--- config.mk ---
export PLATFORM = sky130hd
export DESIGN_NAME = pong_game_ctrl
export DESIGN_NICKNAME = d
export VERILOG_FILES = /design/src/rtl/pong_pkg.sv /design/src/rtl/paddle_mover.sv /design/src/rtl/pong_game_ctrl.sv
export SDC_FILE = /design/constraint.sdc
export NUM_CORES = 1
export LEC_CHECK = 0
export CORE_MARGIN = 2
export CORE_UTILIZATION = 36
export CTS_CLUSTER_SIZE = 16
export DETAILED_ROUTE_END_ITERATION = 6
export SETUP_SLACK_MARGIN = 0.5
export SYNTH_ARGS = -nofsm -noshare
export SYNTH_HDL_FRONTEND = slang
export SYNTH_SLANG_ARGS = --single-unit
--- constraint.sdc ---
create_clock -name pixel_clk -period 8.1 [get_ports pixel_clk]
set_clock_uncertainty 0.1 [all_clocks]
set_input_delay 2.025 -clock pixel_clk [delete_from_list [all_inputs] [get_ports pixel_clk]]
set_output_delay 2.025 -clock pixel_clk [all_outputs]
set_load 0.01 [all_outputs]
--- src/rtl/pong_pkg.sv ---
// Shared encodings and default geometry for the pong controller.
// The optional PONG_AI_EN build reuses these constants unchanged.
package pong_pkg;

  typedef enum logic [1:0] {
    ST_SERVE     = 2'd0,
    ST_PLAY      = 2'd1,
    ST_POINT     = 2'd2,
    ST_GAME_OVER = 2'd3
  } game_state_e;

  typedef enum logic [1:0] {
    WIN_NONE = 2'd0,
    WIN_P1   = 2'd1,
    WIN_P2   = 2'd2
  } winner_e;

  localparam int COORD_W          = 10;
  localparam int SCORE_W          = 4;
  localparam int DEF_SCREEN_W     = 640;
  localparam int DEF_SCREEN_H     = 480;
  localparam int DEF_PADDLE_W     = 20;
  localparam int DEF_PADDLE_H     = 80;
  localparam int DEF_BALL_SIZE    = 8;
  localparam int DEF_BALL_SPEED   = 2;
  localparam int DEF_PADDLE_SPEED = 4;
  localparam int DEF_WIN_SCORE    = 7;
  localparam int DEF_POINT_FRAMES = 60;

  function automatic logic [SCORE_W-1:0] sat_inc(
    input logic [SCORE_W-1:0] v,
    input logic [SCORE_W-1:0] lim
  );
    return (v >= lim) ? v : v + 1'b1;
  endfunction

endpackage

--- src/rtl/paddle_mover.sv ---
// One paddle: steps per frame tick, clamped to the screen,
// holds when both or neither direction is requested.
module paddle_mover
  import pong_pkg::*;
#(
  parameter int SCREEN_H     = DEF_SCREEN_H,
  parameter int PADDLE_H     = DEF_PADDLE_H,
  parameter int PADDLE_SPEED = DEF_PADDLE_SPEED
) (
  input  logic               clk,
  input  logic               rst,
  input  logic               tick,
  input  logic               en,
  input  logic               up,
  input  logic               down,
  output logic [COORD_W-1:0] y
);

  localparam logic [COORD_W-1:0] Y_MAX =
    COORD_W'(SCREEN_H - PADDLE_H);
  localparam logic [COORD_W-1:0] Y_MID =
    COORD_W'((SCREEN_H - PADDLE_H) / 2);
  localparam logic [COORD_W-1:0] STEP =
    COORD_W'(PADDLE_SPEED);
  localparam logic [COORD_W-1:0] Y_NEAR =
    COORD_W'(SCREEN_H - PADDLE_H - PADDLE_SPEED);

  logic [COORD_W-1:0] y_d;

  always_comb begin
    y_d = y;
    if (tick && en) begin
      unique case (1'b1)
        up && !down:
          y_d = (y <= STEP) ? '0 : y - STEP;
        down && !up:
          y_d = (y >= Y_NEAR) ? Y_MAX : y + STEP;
        default: ;
      endcase
    end
  end

  always_ff @(posedge clk or posedge rst) begin
    if (rst) y <= Y_MID;
    else     y <= y_d;
  end

endmodule

--- src/rtl/pong_game_ctrl.sv ---
// Pong game controller: ball, paddles, scoring and game flow.
// Define PONG_AI_EN to let player 2's paddle chase the ball.
module pong_game_ctrl
  import pong_pkg::*;
#(
  parameter int SCREEN_W     = DEF_SCREEN_W,
  parameter int SCREEN_H     = DEF_SCREEN_H,
  parameter int PADDLE_W     = DEF_PADDLE_W,
  parameter int PADDLE_H     = DEF_PADDLE_H,
  parameter int BALL_SIZE    = DEF_BALL_SIZE,
  parameter int BALL_SPEED   = DEF_BALL_SPEED,
  parameter int PADDLE_SPEED = DEF_PADDLE_SPEED,
  parameter int WIN_SCORE    = DEF_WIN_SCORE,
  parameter int POINT_FRAMES = DEF_POINT_FRAMES
) (
  input  logic               pixel_clk,
  input  logic               reset,
  input  logic               V_visible,
  input  logic               serve,
  input  logic               p1_up,
  input  logic               p1_down,
  input  logic               p2_up,
  input  logic               p2_down,
  output logic [COORD_W-1:0] p1_paddle_Y,
  output logic [COORD_W-1:0] p2_paddle_Y,
  output logic [COORD_W-1:0] ball_X,
  output logic [COORD_W-1:0] ball_Y,
  output logic [SCORE_W-1:0] p1_score,
  output logic [SCORE_W-1:0] p2_score,
  output logic [1:0]         game_state,
  output logic [1:0]         winner
);

  localparam int XW = COORD_W + 1;
  localparam int CW = $clog2(POINT_FRAMES + 1);

  localparam logic [COORD_W-1:0] X_MID =
    COORD_W'((SCREEN_W - BALL_SIZE) / 2);
  localparam logic [COORD_W-1:0] Y_MID =
    COORD_W'((SCREEN_H - BALL_SIZE) / 2);
  localparam logic [COORD_W-1:0] Y_BOT =
    COORD_W'(SCREEN_H - BALL_SIZE);
  localparam logic [COORD_W-1:0] Y_LOW =
    COORD_W'(SCREEN_H - BALL_SIZE - BALL_SPEED);
  localparam logic [COORD_W-1:0] X_LPAD =
    COORD_W'(PADDLE_W);
  localparam logic [COORD_W-1:0] X_RPAD =
    COORD_W'(SCREEN_W - PADDLE_W - BALL_SIZE);
  localparam logic [COORD_W-1:0] L_HIT =
    COORD_W'(PADDLE_W + BALL_SPEED);
  localparam logic [COORD_W-1:0] R_HIT =
    COORD_W'(SCREEN_W - PADDLE_W - BALL_SIZE - BALL_SPEED);
  localparam logic [COORD_W-1:0] R_MISS =
    COORD_W'(SCREEN_W - BALL_SIZE - BALL_SPEED);
  localparam logic [COORD_W-1:0] STEP =
    COORD_W'(BALL_SPEED);
  localparam logic [SCORE_W-1:0] WIN =
    SCORE_W'(WIN_SCORE);
  localparam logic [CW-1:0] CNT_LAST =
    CW'(POINT_FRAMES - 1);

  logic               vis_q;
  logic               frame_tick;
  game_state_e        state_q, state_d;
  winner_e            win_q, win_d;
  logic [COORD_W-1:0] bx_q, bx_d;
  logic [COORD_W-1:0] by_q, by_d;
  logic               dx_q, dx_d;
  logic               dy_q, dy_d;
  logic [SCORE_W-1:0] s1_q, s1_d;
  logic [SCORE_W-1:0] s2_q, s2_d;
  logic [CW-1:0]      cnt_q, cnt_d;
  logic               tgt_q, tgt_d;
  logic               scored;
  logic [COORD_W-1:0] p1_y, p2_y;
  logic               paddle_en;
  logic               p2_cmd_up, p2_cmd_down;
  logic               hit_l, hit_r;
  logic [XW-1:0]      by_w;

  assign frame_tick = vis_q & ~V_visible;
  assign paddle_en  = (state_q != ST_GAME_OVER);

  // Overlap counts any shared pixel row between ball and paddle.
  assign by_w  = {1'b0, by_q};
  assign hit_l = (by_w + XW'(BALL_SIZE) > {1'b0, p1_y}) &&
                 (by_w < {1'b0, p1_y} + XW'(PADDLE_H));
  assign hit_r = (by_w + XW'(BALL_SIZE) > {1'b0, p2_y}) &&
                 (by_w < {1'b0, p2_y} + XW'(PADDLE_H));

`ifdef PONG_AI_EN
  logic [XW-1:0] ball_mid, p2_mid;
  assign ball_mid    = by_w + XW'(BALL_SIZE / 2);
  assign p2_mid      = {1'b0, p2_y} + XW'(PADDLE_H / 2);
  assign p2_cmd_down = (p2_mid + XW'(PADDLE_SPEED) < ball_mid);
  assign p2_cmd_up   = (ball_mid + XW'(PADDLE_SPEED) < p2_mid);
`else
  assign p2_cmd_up   = p2_up;
  assign p2_cmd_down = p2_down;
`endif

  paddle_mover #(
    .SCREEN_H    (SCREEN_H),
    .PADDLE_H    (PADDLE_H),
    .PADDLE_SPEED(PADDLE_SPEED)
  ) u_p1 (
    .clk (pixel_clk),
    .rst (reset),
    .tick(frame_tick),
    .en  (paddle_en),
    .up  (p1_up),
    .down(p1_down),
    .y   (p1_y)
  );

  paddle_mover #(
    .SCREEN_H    (SCREEN_H),
    .PADDLE_H    (PADDLE_H),
    .PADDLE_SPEED(PADDLE_SPEED)
  ) u_p2 (
    .clk (pixel_clk),
    .rst (reset),
    .tick(frame_tick),
    .en  (paddle_en),
    .up  (p2_cmd_up),
    .down(p2_cmd_down),
    .y   (p2_y)
  );

  always_comb begin
    state_d = state_q;
    win_d   = win_q;
    bx_d    = bx_q;
    by_d    = by_q;
    dx_d    = dx_q;
    dy_d    = dy_q;
    s1_d    = s1_q;
    s2_d    = s2_q;
    cnt_d   = cnt_q;
    tgt_d   = tgt_q;
    scored  = 1'b0;
    if (frame_tick) begin
      unique case (state_q)
        ST_SERVE: begin
          bx_d = X_MID;
          by_d = Y_MID;
          if (serve) begin
            state_d = ST_PLAY;
            dx_d    = tgt_q;
            dy_d    = 1'b1;
          end
        end
        ST_PLAY: begin
          if (dy_q) begin
            if (by_q >= Y_LOW) begin
              by_d = Y_BOT;
              dy_d = 1'b0;
            end else begin
              by_d = by_q + STEP;
            end
          end else if (by_q <= STEP) begin
            by_d = '0;
            dy_d = 1'b1;
          end else begin
            by_d = by_q - STEP;
          end
          // Paddle contact wins over a miss on the same tick.
          if (!dx_q) begin
            if (bx_q <= L_HIT && hit_l) begin
              bx_d = X_LPAD;
              dx_d = 1'b1;
            end else if (bx_q < STEP) begin
              s2_d   = sat_inc(s2_q, WIN);
              tgt_d  = 1'b0;
              scored = 1'b1;
            end else begin
              bx_d = bx_q - STEP;
            end
          end else begin
            if (bx_q >= R_HIT && hit_r) begin
              bx_d = X_RPAD;
              dx_d = 1'b0;
            end else if (bx_q > R_MISS) begin
              s1_d   = sat_inc(s1_q, WIN);
              tgt_d  = 1'b1;
              scored = 1'b1;
            end else begin
              bx_d = bx_q + STEP;
            end
          end
          if (scored) begin
            state_d = ST_POINT;
            cnt_d   = '0;
            bx_d    = X_MID;
            by_d    = Y_MID;
          end
        end
        ST_POINT: begin
          bx_d = X_MID;
          by_d = Y_MID;
          if (cnt_q == CNT_LAST) begin
            cnt_d = '0;
            if (s1_q == WIN) begin
              state_d = ST_GAME_OVER;
              win_d   = WIN_P1;
            end else if (s2_q == WIN) begin
              state_d = ST_GAME_OVER;
              win_d   = WIN_P2;
            end else begin
              state_d = ST_SERVE;
            end
          end else begin
            cnt_d = cnt_q + 1'b1;
          end
        end
        ST_GAME_OVER: begin
          if (serve) begin
            state_d = ST_SERVE;
            win_d   = WIN_NONE;
            s1_d    = '0;
            s2_d    = '0;
            tgt_d   = 1'b1;
          end
        end
        default: ;
      endcase
    end
  end

  always_ff @(posedge pixel_clk or posedge reset) begin
    if (reset) begin
      vis_q   <= 1'b0;
      state_q <= ST_SERVE;
      win_q   <= WIN_NONE;
      bx_q    <= X_MID;
      by_q    <= Y_MID;
      dx_q    <= 1'b1;
      dy_q    <= 1'b1;
      s1_q    <= '0;
      s2_q    <= '0;
      cnt_q   <= '0;
      tgt_q   <= 1'b1;
    end else begin
      vis_q   <= V_visible;
      state_q <= state_d;
      win_q   <= win_d;
      bx_q    <= bx_d;
      by_q    <= by_d;
      dx_q    <= dx_d;
      dy_q    <= dy_d;
      s1_q    <= s1_d;
      s2_q    <= s2_d;
      cnt_q   <= cnt_d;
      tgt_q   <= tgt_d;
    end
  end

  assign p1_paddle_Y = p1_y;
  assign p2_paddle_Y = p2_y;
  assign ball_X      = bx_q;
  assign ball_Y      = by_q;
  assign p1_score    = s1_q;
  assign p2_score    = s2_q;
  assign game_state  = state_q;
  assign winner      = win_q;

endmodule

==> qor.yml, run 1 <==
grt:
  grt_use_total: 0.196
  grt_pass1_wl_microns: 23300
  use_met3: 0.0295
  grt_pass1_vias: 4763
  gr-max-usage-layer: "met2"
  met1_usage: 0.253
  grt-ovfl-total: 0
  grt_max_degree: 57
  use_met2: 0.332
  antenna_found_initial: 0
finish:
  final_cells: 835
  register_area_sq_mm: 0.00143
  area_growth_pct: 15.5
  finalNetCount: 717
  drive_gt1_frac: 0.0611
  fill_cells: 1376
  finalInstanceArea_sq_mm: 0.00579
  multi_input_area_sq_mm: 0.00329
  diodes: 0
synthesis:
  synthesis.area_sq_mm: 0.00501
  synthCells: 622
  yosysTopAreaCell: "dfrtp_1"
  yosysMostFrequentCell: "nand2_1"
  ys_types: 66
  avgSynthCellArea_sq_um: 8.06
  synth_warnings: 0
  synth_edf_count: 0
  synth_common_cells: "nand2_1, ha_1, a21oi_1"
  ys_ff_latch: 56
  ys.flop_type: "dfrtp_1"
  yosys-top-cells-area: "dfrtp_1, ha_1, dfstp_2, nand2_1, a21oi_1"
  synthDominantCellAreaShare: 0.185
  ys_async_sr_fraction: 1.00
  yosysSeqAreaShare: 0.284
sta:
  tns_ns: 0
  fin_crit_ns: 4.36
  finalHoldViolCount: 0
  worst_pin_slew_ns: 0.904
  finalCritPeriodShare: 0.538
  setup_viol: 0
  max_freq_ghz: 0.230
  fin_hold_ws_ns: 0.398
  rsz0062_at_grt: "no"
  report.final.slew_viol_count: 0
  slew_headroom: 0.382
placement:
  gp_congestion: 0.902
  dp.cells: 827
  io_buffer_count: 53
  dp_hpwl_microns: 10400
  dpl_cell_area_sq_mm: 0.00562
run_status:
  status: "finished, final reports clean"
drt:
  drc: 0
  drt_iter0_drc: 409
  ant_nets: 0
  wl_per_cell_microns: 17.1
  vias: 4803
  drt-total-wl_microns: 14300
  detail_route.vias_per_cell: 5.75
  drt_pass1_iterations: 5
floorplanning:
  initial_core_util: 0.365
  num_rows: 43
  die_area_sq_mm: 0.0149
  die_w_microns: 122
  core_area_sq_mm: 0.0137
  die_height_microns: 122
  ioPinCount: 60
worst_hold_path:
  hold_class: "reg2reg"
  worstHoldStart: "cnt_q[5]"
power_and_ir_drop:
  p_leak_nw: 2.34
  cellPowerDensity_mw_per_mm2: 382
  peakVddDrop_mv: 0.193
clocking:
  cts-root-buf: "clkbuf_16"
  clk_pin_slew_worst_paths_ns: 0.08
  cts_setup_buffers: 0
  cts_sinks: 56
  clock_latency_ns: 0.31
  cts.path.max_buffers: 2
  cts-buffers-inserted: 5
  postCtsHoldBufs: 0
  cts_tree: "built"
  htree_levels: 2
  cts_resized: 0
setup_path:
  path_class: "in2reg"
  end_kind: "flop"
  startpoint_type: "primary input"
  r2r_start: "ball_Y[3]"
  required_ns: 8.16
  arrival_ns: 4.42
  crit_fanout: 12
  crit_start: "V_visible"
flow_run:
  cap_violations: 0
## worst paths after layout
path	endpoint	slack [ns]	cells after the start
setup / recovery	u_p1.y[8]	3.74	7
hold / removal	cnt_q[5]	0.40	1
setup reg to reg	p1_score[0]	3.87	13
hold reg to reg	cnt_q[5]	0.40	1
max in group asynchronous	u_p1.y[2]	5.26	3
min in group asynchronous	u_p2.y[4]	2.14	3
## cell type report
type,count,area share
inverters,40,0.0259
clock inverters,2,0.00670
well taps,180,0.0389
flip-flops and latches,56,0.246
repair buffers,54,0.0929
multi-input cells,497,0.567
clock buffers,6,0.0223
## worst max-delay path: stages
cell	delay (ns)
clkdlybuf4s50_1	0.43
nor2b_1	0.37
nand2_1	0.45
nor2_1	0.62
o21ai_0	0.21
a21oi_1	0.20
o32ai_1	0.11
## cells in the final DEF (no fill, tap or decap), drive strengths merged, types with 9 or more instances in the layout
cell / instances
nand4: 9
a21oi: 48
nand2: 70
dfrtp: 37
nor2: 41
nor3: 23
o21ai: 47
clkdlybuf4s50: 53
ha: 55
a31oi: 12
inv: 41
dfstp: 19
xnor2: 16
nand3: 19
## where the power goes
group          leakage, nW  switching [mW]  internal [mW]  total (mW)
registers            0.677           0.226          0.406       0.632
logic                 1.58           0.723          0.598        1.32
clock network       0.0815           0.114          0.148       0.261
## metrics by stage
step | power, mW | utilization | worst slack, ns
2_1_floorplan | 1.50 | - | 4.44
3_3_place_gp | 1.91 | 0.410 | 3.58
3_5_place_dp | 1.94 | 0.410 | 3.48
4_1_cts | 2.22 | 0.422 | 3.78
5_1_grt | 2.42 | 0.422 | 3.53
6_report | 2.21 | 0.422 | 3.74
## state kept, by name, indices dropped and copies added, names as in the netlist, 2 cells and up
register / flops
p2_score: 4
game_state: 2
winner: 2
u_p2.y: 8
u_p1.y: 8
ball_Y: 9
cnt_q: 6
ball_X: 9
p1_score: 4
## cell families after synthesis
kind of cell	after synthesis	synth area share
AO/OA/AOI/OAI	191	0.250
XOR/XNOR	23	0.0402
other	1	0.000748
AND/OR/NAND/NOR	213	0.205
flip-flops	56	0.284
buffers and inverters	74	0.0641
adder cells (fa/ha/maj)	55	0.137
multiplexers	9	0.0187
## routing by layer
layer | wire (microns) | vias up
li1 | - | 2332
met1 | 6520 | 2342
met2 | 6980 | 112
met3 | 536 | 17
met4 | 245 | 0
met5 | 0 | -
Note: power is estimated with default switching activity, not from simulation.
==> inputs of run 2 (changes only) <==
==> constraint.sdc (replaced) <==
create_clock -name pixel_clk -period 4.06 [get_ports pixel_clk]
set_clock_uncertainty 0.1 [all_clocks]
set_input_delay 1.015 -clock pixel_clk [delete_from_list [all_inputs] [get_ports pixel_clk]]
set_output_delay 1.015 -clock pixel_clk [all_outputs]
set_load 0.01 [all_outputs]
==> qor.yml, run 2 (synthesis gave the netlist of run 1 again) <==
run_status:
  status: "finished, final reports clean"
clocking:
  clock_latency_ns: 0.30  # about the same
  cts-root-buf: "clkbuf_16"
  clk_pin_slew_worst_paths_ns: 0.07  # about the same
  postCtsHoldBufs: 0  # unchanged
  htree_levels: 2  # unchanged
  cts.path.max_buffers: 2  # unchanged
  cts_sinks: 56  # unchanged
  cts_tree: "built"
  cts-buffers-inserted: 5  # unchanged
grt:
  grt_use_total: 0.196  # +0.000650
  grt_max_degree: 30  # -47%
  grt_pass1_vias: 4818  # +1.2%
  grt-ovfl-total: 0  # unchanged
  antenna_found_initial: 1  # +1
  grt_pass1_wl_microns: 23600  # +1.3%
worst_hold_path:
  min_to: "tgt_q"
  worstHoldStart: "tgt_q"
  hold_class: "reg2reg"
  holdPathStages: 1  # unchanged
drt:
  drc: 0  # unchanged
  vias: 5018  # +4.5%
  drt_iter0_drc: 578  # +41%
  ant_nets: 0  # unchanged
  detail_route.vias_per_cell: 5.78  # +0.50%
  wl_per_cell_microns: 16.7  # -2.2%
  drt-total-wl_microns: 14500  # +1.7%
  drt_pass1_iterations: 6  # +1
floorplanning:
  die_area_sq_mm: 0.0149  # unchanged
  ioPinCount: 60  # unchanged
  num_rows: 43  # unchanged
  die_height_microns: 122  # unchanged
  die_w_microns: 122  # unchanged
  core_area_sq_mm: 0.0137  # unchanged
  initial_core_util: 0.365  # unchanged
setup_path:
  path_class: "reg2reg"
  crit_fanout: 5  # -7
  r2r_start: "ball_Y[3]"
  startpoint_type: "flop"
  path_cells: "ha_4 -> nand2_4 -> nor2_4 -> xor2_2 -> ha_1 -> nand3_2 -> a211oi_1 -> or4_1 -> o211ai_1 -> and2_4 -> nand4_1 -> a21oi_2 -> mux2_2"
  reg2reg_to: "p1_score[0]"
  critical_path.max_stage_delay_ns: 0.64  # +0.02 ns
  arrival_ns: 3.60  # -0.82 ns
  reg2reg_depth: 13  # unchanged
  r2r_slack_ns: 0.55  # -3.32 ns
  end_kind: "flop"
  crit_slowest_cell: "dfstp_2"
  required_ns: 4.16  # -4.00 ns
placement:
  dp_slack_ns: 0.320  # -3.16 ns
  gp_congestion: 0.925  # +2.5%
  dp_hpwl_microns: 10600  # +2.1%
  io_buffer_count: 53  # unchanged
finish:
  drive_gt1_frac: 0.137  # +0.0758
  final_cell_mix: "nand2_1, ha_1, clkdlybuf4s50_1"
  final_common_cell: "nand2_1"
  area_growth_pct: 24.1
  finalNetCount: 749  # +4.5%
power_and_ir_drop:
  p_leak_nw: 2.53  # +8.1%
  share_comb_of_total_power: 0.626  # +0.029
  internal_power_mw: 2.54  # +120%
  cellPowerDensity_mw_per_mm2: 768  # +100%
  p_clk_frac: 0.120  # +0.002
  sequentialPowerShare: 0.254  # -0.031
  peakVddDrop_mv: 0.278  # +44%
  p_switching_mw: 2.23  # +110%
  p_sw_frac: 0.467  # -0.0125
sta:
  worst_pin_slew_ns: 0.813  # -0.0907 ns
  finalHoldViolCount: 0  # unchanged
  max_freq_ghz: 0.285
  slew_headroom: 0.453  # +0.0710
  setup_viol: 0  # unchanged
  fin_crit_ns: 3.51
  tns_ns: 0  # unchanged
  report.final.slew_viol_count: 0  # unchanged
  worst_slack_ns: 0.552  # -3.19 ns
  finalCritPeriodShare: 0.864
  rsz0062_at_grt: "yes"
flow_run:
  cap_violations: 0  # unchanged
[run 2: cell count changes in the layout (fill, tap and decap cells not counted), sizes merged]
cell      delta
buf         +32
inv          -2
clkinvlp     +1
bufinv       +1
diode        +1
[run 2: worst max-delay path: cells and delay by family, from the launching register on]
kind                     cells  cell delay (ns)
AND/OR/NAND/NOR              6             1.19
multiplexers                 1             0.34
AO/OA/AOI/OAI                3             0.46
adder cells (fa/ha/maj)      2             0.49
XOR/XNOR                     1             0.19
flip-flops                   1             0.64
[run 2: how the worst max path moves through the flow]
stage,start,end,slack [ns],depth (start not counted)
3_5_place_dp,ball_Y[3],cnt_q[2],0.32,13
6_report,ball_Y[3],p1_score[0],0.55,13
2_1_floorplan,ball_Y[6],p1_score[0],0.52,14
3_3_place_gp,ball_Y[3],cnt_q[5],0.42,13
5_1_grt,ball_Y[3],p1_score[0],0.43,13
4_1_cts,ball_Y[3],p2_score[0],0.52,11
[run 2: layout make-up]
cell class	instances	area, sq um
Tap cell	180	225
Antenna cell	1	2.50
Inverter	40	154
Timing Repair Buffer	86	798
Clock buffer	6	129
Clock inverter	2	60.1
Multi-Input combinational cell	497	3420
Sequential cell	56	1430
Fill cell	1331	7500
[run 2: power by group through the flow]
stage               registers [mW]  clock network (mW)  logic [mW]
floorplan                     1.11                   0        1.88
global placement              1.21                   0        2.64
detailed placement            1.22                   0        2.70
CTS                           1.20               0.587        2.76
global route                  1.27               0.608        3.33
finish                        1.21               0.573        2.99
[run 2: what timing repair did]
action,in CTS,in global routing
pin swaps,2,17
setup endpoints to repair,26,29
resized for setup,4,29
setup buffers,5,12
[run 2: routing by layer]
metal  vias up  global-route usage  wire, microns
li1       2400                   -              -
met1      2403               0.263           6530
met2       187               0.325           6920
met3        28              0.0286            784
met4         0              0.0639            292
met5         -                   0              0
[run 2: stage by stage]
| stage | cell area [sq um] | power, mW | std cells | util | hold slack (ns) |
|---|---|---|---|---|---|
| after floorplan | 5030 | 2.99 | 627 | - | 0.351 |
| after global placement | 5750 | 3.85 | 842 | 0.419 | 0.386 |
| after detailed placement | 5750 | 3.92 | 842 | 0.419 | 0.390 |
| after CTS | 5980 | 4.55 | 855 | 0.436 | 0.407 |
| after global routing | 6220 | 5.20 | 867 | 0.453 | 0.418 |
| final | 6220 | 4.78 | 868 | 0.453 | 0.406 |
==> inputs of run 3 (changes only) <==
--- a/config.mk
+++ b/config.mk
@@ -7,9 +7,11 @@
 export LEC_CHECK = 0
 export CORE_MARGIN = 2
 export CORE_UTILIZATION = 36
+export CTS_BUF_LIST = sky130_fd_sc_hd__clkbuf_8
 export CTS_CLUSTER_SIZE = 16
 export DETAILED_ROUTE_END_ITERATION = 6
 export SETUP_SLACK_MARGIN = 0.5
 export SYNTH_ARGS = -nofsm -noshare
 export SYNTH_HDL_FRONTEND = slang
 export SYNTH_SLANG_ARGS = --single-unit
+export TNS_END_PERCENT = 10
==> qor.yml, run 3 (synthesis gave the netlist of run 1 again) <==
setup_path:
  crit_start: "ball_Y[3]"
  path_class: "reg2reg"
  path_cells: "ha_4 -> nand2_4 -> nor2_4 -> xor2_2 -> ha_1 -> nand3_2 -> nor3_1 -> a211oi_1 -> o211ai_1 -> and2_4 -> a311o_1 -> buf_6 -> o32a_1"
  reg2reg_to: "ball_X[5]"
  cp_num_buf_inv: 1  # +1
  critPathTopFamily: "compound AO/OA/AOI/OAI gates"
  crit_slowest_cell: "dfstp_2"
  end_kind: "flop"
  reg2reg_depth: 13  # unchanged
  crit_fanout: 6  # +1
  r2r_slack_ns: 0.53  # -0.02 ns
  critical_path.max_stage_delay_ns: 0.66  # +0.02 ns
  startpoint_type: "flop"
  required_ns: 4.23  # +0.07 ns
  r2r_start: "ball_Y[3]"
  arrival_ns: 3.70  # +0.10 ns
sta:
  report.final.slew_viol_count: 0  # unchanged
  fin_crit_ns: 3.53  # +0.0193 ns
  setup_viol: 0  # unchanged
  rsz0062_at_grt: "yes"
  max_freq_ghz: 0.283  # -0.55%
  finalHoldViolCount: 0  # unchanged
  finalCritPeriodShare: 0.869  # +0.00476
  tns_ns: 0  # unchanged
  worst_pin_slew_ns: 0.806  # -0.00719 ns
  slew_headroom: 0.458  # +0.00484
grt:
  grt-ovfl-total: 0  # unchanged
  grt_use_total: 0.196  # about the same
  grt_pass1_wl_microns: 23600  # -0.12%
  grt_pass1_vias: 4832  # +0.29%
  grt_max_degree: 30  # unchanged
  antenna_found_initial: 1  # unchanged
clocking:
  cts-buffers-inserted: 5  # unchanged
  clk_pin_slew_worst_paths_ns: 0.11  # +0.04 ns
  clock_latency_ns: 0.33  # +0.03 ns
  cts_sinks: 56  # unchanged
  cts.path.max_buffers: 2  # unchanged
  postCtsHoldBufs: 0  # unchanged
  cts_tree: "built"
  htree_levels: 2  # unchanged
  cts-root-buf: "clkbuf_8"
power_and_ir_drop:
  p_sw_frac: 0.478  # +0.0104
  p_switching_mw: 2.22  # -0.34%
  p_leak_nw: 2.50  # -1.0%
  share_comb_of_total_power: 0.643  # +0.017
  finalPower_mw: 4.66  # -2.5%
  internal_power_mw: 2.43  # -4.4%
  p_clk_frac: 0.097  # -0.023
  peakVddDrop_mv: 0.278  # +0.11%
  sequentialPowerShare: 0.260  # +0.006
  cellPowerDensity_mw_per_mm2: 757  # -1.4%
worst_hold_path:
  worstHoldStart: "tgt_q"
  hold_class: "reg2reg"
  holdPathStages: 1  # unchanged
  min_to: "tgt_q"
finish:
  final_common_cell: "nand2_1"
  drive_gt1_frac: 0.131  # -0.00563
  area_growth_pct: 22.7
  final_cell_mix: "nand2_1, ha_1, clkdlybuf4s50_1"
  final_core_util: 0.448  # -0.00511
  finalInstanceArea_sq_mm: 0.00615  # -1.1%
  final_cells: 867  # -0.12%
  finalNetCount: 748  # -0.13%
placement:
  dp_hpwl_microns: 10600  # unchanged
  gp_congestion: 0.925  # unchanged
  dp.cells: 842  # unchanged
  io_buffer_count: 53  # unchanged
  dpl_cell_area_sq_mm: 0.00575  # unchanged
drt:
  drt_pass1_iterations: 5  # -1
  wl_per_cell_microns: 16.7  # -0.17%
  drc: 0  # unchanged
  drt_iter0_drc: 607  # +5.0%
  ant_nets: 0  # unchanged
  vias: 4958  # -1.2%
  detail_route.vias_per_cell: 5.72  # -1.1%
  drt-total-wl_microns: 14500  # -0.29%
floorplanning:
  die_w_microns: 122  # unchanged
  num_rows: 43  # unchanged
  die_height_microns: 122  # unchanged
  initial_core_util: 0.365  # unchanged
  ioPinCount: 60  # unchanged
  die_area_sq_mm: 0.0149  # unchanged
  core_area_sq_mm: 0.0137  # unchanged
run_status:
  status: "finished, final reports clean"
flow_run:
  cap_violations: 0  # unchanged
==> run 3: cell count changes in the layout (fill, tap and decap cells not counted), sizes merged <==
cell | previous run | this run
buf | 33 | 32
inv | 39 | 40
clkbuf | 6 | 5
==> run 3: metal layers <==
metal  share of wire  vias up  track usage
met5               0        -            0
li1                -     2396            -
met4           0.013        0       0.0668
met1            0.46     2383        0.262
met3           0.043       18       0.0286
met2            0.49      161        0.325
==> run 3: power by group through the flow <==
stage	registers, mW	clock network, mW	logic [mW]
floorplan	1.11	0	1.88
global placement	1.21	0	2.64
detailed placement	1.22	0	2.70
CTS	1.20	0.464	2.76
global route	1.26	0.483	3.32
finish	1.21	0.452	2.99
==> run 3: per-stage QoR <==
step / setup WS, ns / hold WS [ns]
after floorplan: 0.523 / 0.351
after global placement: 0.425 / 0.386
after detailed placement: 0.320 / 0.390
after CTS: 0.517 / 0.412
after global routing: 0.402 / 0.423
final: 0.532 / 0.412
==> run 3: area by class of cell <==
class | instances | area (sq um)
Antenna cell | 1 | 2.50
Clock buffer | 5 | 68.8
Clock inverter | 3 | 63.8
Fill cell | 1342 | 7570
Inverter | 40 | 154
Multi-Input combinational cell | 497 | 3420
Sequential cell | 56 | 1430
Tap cell | 180 | 225
Timing Repair Buffer | 85 | 791
==> run 3: worst max-delay path by stage <==
stage             endpoint  slack (ns)  depth (start not counted)
6_report         ball_X[5]        0.53                         13
5_1_grt          ball_X[7]        0.40                         13
4_1_cts        p2_score[0]        0.52                         11
3_5_place_dp      cnt_q[2]        0.32                         13
3_3_place_gp      cnt_q[5]        0.42                         13
2_1_floorplan  p1_score[0]        0.52                         14
==> run 3: timing repair <==
item	4_1_cts	5_1_grt
setup buffers	5	11
pin swaps	2	16
gates resized for setup	4	25
setup endpoints to repair	26	29
